<file path="config.mk">
export PLATFORM = sky130hd
export DESIGN_NAME = uart_program_loader_flat
export DESIGN_NICKNAME = d
export VERILOG_FILES = /design/src/rtl/uart_program_loader_pkg.sv /design/src/rtl/uart_program_loader_if.sv /design/src/rtl/uart_program_loader_rx.sv /design/src/rtl/uart_program_loader.sv /design/src/flat_wrapper.sv
export SDC_FILE = /design/constraint.sdc
export NUM_CORES = 1
export LEC_CHECK = 0
export BUFFER_PORTS_ARGS = -buffer_cell sky130_fd_sc_hd__buf_4
export CORE_MARGIN = 8
export CORE_UTILIZATION = 50
export CTS_BUF_LIST = sky130_fd_sc_hd__clkbuf_8
export DETAILED_ROUTE_END_ITERATION = 12
export GPL_TIMING_DRIVEN = 0
export MAX_ROUTING_LAYER = met4
export PLACE_DENSITY = 0.75
export SYNTH_ARGS = -nofsm -noshare
export SYNTH_HDL_FRONTEND = slang
export SYNTH_SLANG_ARGS = --single-unit
</file>
<file path="constraint.sdc">
create_clock -name clk -period 2.2 [get_ports clk]
set_input_delay 0 -clock clk [delete_from_list [all_inputs] [get_ports clk]]
set_output_delay 0 -clock clk [all_outputs]
set_load 0.05 [all_outputs]
</file>
<file path="src/rtl/uart_program_loader_pkg.sv">
// Shared types for the UART program loader: receiver and loader state encodings.
// Also fixes the instruction word width used by the loader and its write port.
package uart_program_loader_pkg;

  typedef enum logic [1:0] {IDLE, START, DATA, STOP} rx_state_t;
  typedef enum logic {LOADING, DONE} load_state_t;

  localparam int WORD_W = 32;

endpackage

</file>
<file path="src/rtl/uart_program_loader_if.sv">
// Instruction-memory write port driven by the loader (master) into the memory (slave).
interface uart_program_loader_if #(
  parameter int ADDR_W = 6
);
  import uart_program_loader_pkg::*;

  logic              imem_we;
  logic [ADDR_W-1:0] imem_addr;
  logic [WORD_W-1:0] imem_wdata;

  modport master (output imem_we, imem_addr, imem_wdata);
  modport slave  (input  imem_we, imem_addr, imem_wdata);

endinterface

</file>
<file path="src/rtl/uart_program_loader_rx.sv">
// 8N1 byte receiver: 2-flop synchroniser, falling-edge start detect, mid-bit sampling.
// Returns to IDLE at mid-stop so back-to-back frames are not lost.
module uart_rx_byte
  import uart_program_loader_pkg::*;
#(
  parameter int CLK_DIV = 16
) (
  input  logic       clk,
  input  logic       rst,
  input  logic       uart_rx,
  output logic       byte_valid,
  output logic [7:0] byte_data,
  output logic       byte_err
);

  localparam int BW = $clog2(CLK_DIV);
  localparam logic [BW-1:0] HALF_LAST = BW'(CLK_DIV / 2 - 1);
  localparam logic [BW-1:0] FULL_LAST = BW'(CLK_DIV - 1);

  logic            sync1_reg, sync2_reg, prev_reg;
  rx_state_t       state_reg, state_next;
  logic [BW-1:0]   baud_reg, baud_next;
  logic [2:0]      bit_reg, bit_next;
  logic [7:0]      shift_reg, shift_next;
  logic [7:0]      data_reg, data_next;
  logic            valid_reg, valid_next;
  logic            err_reg, err_next;

  always_ff @(posedge clk or negedge rst) begin
    if (!rst) begin
      sync1_reg <= 1'b1;
      sync2_reg <= 1'b1;
      prev_reg  <= 1'b1;
      state_reg <= IDLE;
      baud_reg  <= '0;
      bit_reg   <= '0;
      shift_reg <= '0;
      data_reg  <= '0;
      valid_reg <= 1'b0;
      err_reg   <= 1'b0;
    end else begin
      sync1_reg <= uart_rx;
      sync2_reg <= sync1_reg;
      prev_reg  <= sync2_reg;
      state_reg <= state_next;
      baud_reg  <= baud_next;
      bit_reg   <= bit_next;
      shift_reg <= shift_next;
      data_reg  <= data_next;
      valid_reg <= valid_next;
      err_reg   <= err_next;
    end
  end

  always_comb begin
    state_next = state_reg;
    baud_next  = baud_reg;
    bit_next   = bit_reg;
    shift_next = shift_reg;
    data_next  = data_reg;
    valid_next = 1'b0;
    err_next   = 1'b0;
    case (state_reg)
      IDLE: begin
        if (prev_reg && !sync2_reg) begin
          state_next = START;
          baud_next  = '0;
        end
      end
      START: begin
        if (baud_reg == HALF_LAST) begin
          baud_next  = '0;
          bit_next   = '0;
          // A start bit that is already high again at mid-bit was a glitch.
          state_next = sync2_reg ? IDLE : DATA;
        end else begin
          baud_next = baud_reg + BW'(1);
        end
      end
      DATA: begin
        if (baud_reg == FULL_LAST) begin
          baud_next  = '0;
          shift_next = {sync2_reg, shift_reg[7:1]};
          bit_next   = bit_reg + 3'd1;
          if (bit_reg == 3'd7) state_next = STOP;
        end else begin
          baud_next = baud_reg + BW'(1);
        end
      end
      STOP: begin
        if (baud_reg == FULL_LAST) begin
          baud_next  = '0;
          state_next = IDLE;
          if (sync2_reg) begin
            valid_next = 1'b1;
            data_next  = shift_reg;
          end else begin
            err_next = 1'b1;
          end
        end else begin
          baud_next = baud_reg + BW'(1);
        end
      end
      default: state_next = IDLE;
    endcase
  end

  assign byte_valid = valid_reg;
  assign byte_data  = data_reg;
  assign byte_err   = err_reg;

endmodule

</file>
<file path="src/rtl/uart_program_loader.sv">
// Boot loader: packs received bytes little-endian into words, writes them to
// instruction memory in order, and holds the CPU in reset until all are stored.
module uart_program_loader
  import uart_program_loader_pkg::*;
#(
  parameter int CLK_DIV      = 16,
  parameter int CELL_NUMBERS = 64,
  parameter int ADDR_W       = 6
) (
  input  logic                  clk,
  input  logic                  rst,
  input  logic                  uart_rx,
  uart_program_loader_if.master imem,
  output logic                  cpu_rst,
  output logic                  load_done,
  output logic                  frame_err
);

  localparam logic [ADDR_W-1:0] LAST_ADDR = ADDR_W'(CELL_NUMBERS - 1);

  logic       byte_valid, byte_err;
  logic [7:0] byte_data;

  uart_rx_byte #(.CLK_DIV(CLK_DIV)) rx_byte (
    .clk        (clk),
    .rst        (rst),
    .uart_rx    (uart_rx),
    .byte_valid (byte_valid),
    .byte_data  (byte_data),
    .byte_err   (byte_err)
  );

  load_state_t       state_reg, state_next;
  logic [1:0]        byte_cnt_reg, byte_cnt_next;
  logic [ADDR_W-1:0] word_cnt_reg, word_cnt_next;
  logic [WORD_W-1:0] word_reg, word_next;
  logic              we_reg, we_next;
  logic [ADDR_W-1:0] addr_reg, addr_next;
  logic [WORD_W-1:0] wdata_reg, wdata_next;
  logic              cpu_rst_reg, load_done_reg, frame_err_reg, frame_err_next;

  always_ff @(posedge clk or negedge rst) begin
    if (!rst) begin
      state_reg     <= LOADING;
      byte_cnt_reg  <= '0;
      word_cnt_reg  <= '0;
      word_reg      <= '0;
      we_reg        <= 1'b0;
      addr_reg      <= '0;
      wdata_reg     <= '0;
      cpu_rst_reg   <= 1'b1;
      load_done_reg <= 1'b0;
      frame_err_reg <= 1'b0;
    end else begin
      state_reg     <= state_next;
      byte_cnt_reg  <= byte_cnt_next;
      word_cnt_reg  <= word_cnt_next;
      word_reg      <= word_next;
      we_reg        <= we_next;
      addr_reg      <= addr_next;
      wdata_reg     <= wdata_next;
      // Derived from the registered state so release lags the final write by a cycle.
      cpu_rst_reg   <= (state_reg == LOADING);
      load_done_reg <= (state_reg == DONE);
      frame_err_reg <= frame_err_next;
    end
  end

  always_comb begin
    state_next     = state_reg;
    byte_cnt_next  = byte_cnt_reg;
    word_cnt_next  = word_cnt_reg;
    word_next      = word_reg;
    we_next        = 1'b0;
    addr_next      = addr_reg;
    wdata_next     = wdata_reg;
    frame_err_next = frame_err_reg | byte_err;
    if (state_reg == LOADING && byte_valid) begin
      word_next[8*byte_cnt_reg +: 8] = byte_data;
      byte_cnt_next = byte_cnt_reg + 2'd1;
      if (byte_cnt_reg == 2'd3) begin
        we_next       = 1'b1;
        addr_next     = word_cnt_reg;
        wdata_next    = word_next;
        word_cnt_next = word_cnt_reg + ADDR_W'(1);
        if (word_cnt_reg == LAST_ADDR) state_next = DONE;
      end
    end
  end

  assign imem.imem_we    = we_reg;
  assign imem.imem_addr  = addr_reg;
  assign imem.imem_wdata = wdata_reg;
  assign cpu_rst         = cpu_rst_reg;
  assign load_done       = load_done_reg;
  assign frame_err       = frame_err_reg;

endmodule

</file>
<file path="src/flat_wrapper.sv">
// flat-port wrapper written by rule: the top's interface ports become plain ports
module uart_program_loader_flat import uart_program_loader_pkg::*;
#(
  parameter int CLK_DIV      = 16,
  parameter int CELL_NUMBERS = 64,
  parameter int ADDR_W       = 6
)
  (clk, rst, uart_rx, cpu_rst, load_done, frame_err, imem_imem_we, imem_imem_addr, imem_imem_wdata);
  uart_program_loader_if #(.ADDR_W(ADDR_W)) imem_i ();
  input  logic clk;
  input  logic rst;
  input  logic uart_rx;
  output logic cpu_rst;
  output logic load_done;
  output logic frame_err;
  output wire logic [$bits(imem_i.imem_we)-1:0] imem_imem_we;
  output wire logic [$bits(imem_i.imem_addr)-1:0] imem_imem_addr;
  output wire logic [$bits(imem_i.imem_wdata)-1:0] imem_imem_wdata;
  assign imem_imem_we = imem_i.imem_we;
  assign imem_imem_addr = imem_i.imem_addr;
  assign imem_imem_wdata = imem_i.imem_wdata;
  uart_program_loader #(.CLK_DIV(CLK_DIV), .CELL_NUMBERS(CELL_NUMBERS), .ADDR_W(ADDR_W)) u_core (.clk(clk), .rst(rst), .uart_rx(uart_rx), .imem(imem_i), .cpu_rst(cpu_rst), .load_done(load_done), .frame_err(frame_err));
endmodule
</file>
==> metrics.md <==
| Metric | Value |
|---|---|
| Vias in the first global route | `3,212` |
| Lkg Pwr | `2.62 nW` |
| RSZ-0062 raised after global routing | `false` |
| Row cnt | `34` |
| Fraction of layout cells with a size suffix above 1 | `20.3%` |
| Crit path DAT | `2.32 ns` |
| Register Area | `0.00263 sq mm` |
| Period utilization | `92.7%` |
| Sw Share | `28.8%` |
| Starting Density | `51.5%` |
| Placer's final routability congestion estimate | `0.873` |
| # DRC | `0` |
| Main area contributors after synthesis | `dfrtp_1 56%, a22o_1 5.3%, nand2_1 3.7%` |
| Flop pwr share | `52.5%` |
| Die Wd | `111 um` |
| Number of flip-flops in the largest register | `32` |
| Power per cell area | `774 mW/mm^2` |
| Die footprint | `0.0123 sq mm` |
| Clock buffer count from CTS | `9` |
| Diodes inserted | `0` |
| Core area | `0.00872 sq mm` |
| Grt ovf | `0` |
| GRT Total Usage | `16.3%` |
| Postcts setup bufs | `0` |
| Ys flop type | `dfrtp_1` |
| CP Data Required Time | `2.48 ns` |
| # hold bufs at CTS | `2` |
| Setup TNS Final | `0 ns` |
| Setup Viol. Count Final | `0` |
| Async SR Flop Fraction | `100%` |
| Reg-to-reg slack, setup | `0.16 ns` |
| Final nets | `456` |
| Worst ir drop on vdd | `0.732 mV` |
| Mapped Cells | `387` |
| Clk slew on worst S/H paths | `0.09 ns` |
| Area of the multi-input gates | `0.00167 sq mm` |
| Post-synth EDFFs | `0` |
| Final min period | `2.04 ns` |
| Setup crit start | `u_core.byte_cnt_reg[0]$_DFFE_PN0P_` |
| Outcome | `completed` |
| Router iterations before antenna repair | `4` |
| Top cell type's share of synthesized area | `56.3%` |
| Synth Cell Area | `0.00449 sq mm` |
| Met2 Use GR | `26.0%` |
| CTS Root Cell | `clkbuf_8` |
| Top-count cell post-synth | `dfrtp_1` |
| Pins Over Slew Limit | `0` |
| Clock share of power | `29.2%` |
| FF-to-FF Start | `u_core.byte_cnt_reg[0]$_DFFE_PN0P_` |
| Grt met1 use | `19.5%` |
| First-pass GRT wire length | `16,100 um` |
| CTS tree | `done` |
| Max cap viols | `0` |
| Initial antenna violation count | `0` |
| Distinct cell type count after synthesis | `49` |
| Final Skew | `0.0169 ns` |
| Post-synthesis sequential area ratio | `58.6%` |
| Total number of yosys warnings | `0` |
| Commonest cells in the netlist | `101 x dfrtp_1, 44 x nand2_1, 38 x nor2_1` |
| TritonCTS sink count | `105` |
| Iter 0 DRT Violations | `202` |
| Layout area overhead | `15.3%` |
| Largest net degree at the start of global routing | `106` |
| Measured slew at the worst slew-check pin | `0.943 ns` |
| Fillers | `753` |
| Worst hold path class | `in2async` |
| Resize count post-CTS | `0` |
| Worst Path Class, Setup | `reg2reg` |
| Internal Power | `0.00285 W` |
| Reg-to-reg endpoint | `u_core.imem.imem_wdata[12]$_DFFE_PN0P_` |
| Total number of vias | `3,137` |
| Routed wire length | `9720 um` |
| Post-layout util | `59.3%` |
| Worst r2r path cells | `6` |
| Post-detailed-route count of antenna-violating nets | `0` |
| Net Sw Power | `0.00115 W` |
| Top Usage Layer GRT | `met2` |
| Final Hold Fails | `0` |
| Final HPWL from detailed placement | `6680 um` |
| GR Layer Usage met3 | `4.98%` |
| Hold slack | `0.284 ns` |
| Fmax | `491 MHz` |
| Critical Path Source Type | `flop` |
| Max H-tree Level | `3` |
| Number of I/O port buffers | `44` |
| Clk Latency, worst-skew pair | `0.37 ns` |
| IO Pins | `45` |
| Top cell type by total area after synthesis | `dfrtp_1` |
| Post-synthesis net count | `399` |
| Combinational share of power | `18.3%` |
| Crit path capture type | `flop` |
| CP Max Fanout | `10` |
| Clock Tree Buf Depth | `2` |
| Chip height | `111 um` |
| Rel. slew slack | `37.1%` |
| Avg Cell Area, Syn | `11.6 sq um` |
| WL per Instance | `17.4 um` |
| Vias per Instance | `5.63` |
| Synth Register Bits | `105` |
## worst max-delay path: stages, from the launching register on
cell,delay (ns)
dfrtp_1,0.47
inv_1,0.14
ha_1,0.39
nor3b_4,0.37
buf_4,0.25
a32oi_1,0.14
a21oi_1,0.20
## area by class of cell
cell class              count  share of cell area [%]
repair buffers             46                    6.84
clock buffers              10                    2.66
flip-flops and latches    105                    50.9
plain buffers              31                    2.95
multi-input cells         242                    32.3
clock inverters             6                    1.14
well taps                 108                    2.61
inverters                   9                   0.653
## through the flow
stage | setup WS (ns) | total power, W | cells | area (sq um)
6_report | 0.161 | 0.00401 | 557 | 5170
5_1_grt | 0.0299 | 0.00420 | 557 | 5170
4_1_cts | 0.172 | 0.00405 | 557 | 5170
3_5_place_dp | 0.184 | 0.00287 | 539 | 4950
3_3_place_gp | 0.273 | 0.00284 | 539 | 4950
2_1_floorplan | 0.423 | 0.00268 | 387 | 4490
## power by group through the flow
stage	combinational (W)	clock (W)	sequential [W]
5_1_grt	0.000812	0.00127	0.00212
4_1_cts	0.000731	0.00121	0.00210
2_1_floorplan	0.000528	0	0.00215
6_report	0.000732	0.00117	0.00210
3_3_place_gp	0.000701	0	0.00214
3_5_place_dp	0.000724	0	0.00214
## cells in the final DEF, fill, tap and decap left out, types with 10 or more instances in the layout
master,Yosys,final
dfrtp_1,101,101
buf_4,2,45
nand2_1,44,44
nor2_1,38,38
a22o_1,27,27
a21oi_1,19,19
clkbuf_1,16,16
a32oi_1,14,14
mux2_1,14,14
buf_2,11,11
a221oi_1,11,11
clkbuf_8,0,10
## worst max path at each step
stage / endpoint / slack [ns] / depth (start not counted)
5_1_grt: u_core.imem.imem_wdata[10]$_DFFE_PN0P_ / 0.03 / 6
6_report: u_core.imem.imem_wdata[12]$_DFFE_PN0P_ / 0.16 / 6
2_1_floorplan: u_core.word_reg[0]$_DFFE_PN0P_ / 0.42 / 7
3_3_place_gp: u_core.imem.imem_wdata[10]$_DFFE_PN0P_ / 0.27 / 6
3_5_place_dp: u_core.imem.imem_wdata[12]$_DFFE_PN0P_ / 0.18 / 6
4_1_cts: u_core.imem.imem_wdata[10]$_DFFE_PN0P_ / 0.17 / 6
## per-layer routing
layer  wire (um)  share of wire [%]
met1        4330                 45
met3         479                4.9
met4         110                1.1
met2        4800                 49
met5           0                  0
## kinds of logic after synthesis
logic type	synth area share, %
mux	4.24
fa+ha+maj	2.51
compound gates	14.9
xor+xnor	1.37
simple gates	14.2
flops	58.6
buf+inv	4.15
(Power assumes the default switching activity.)
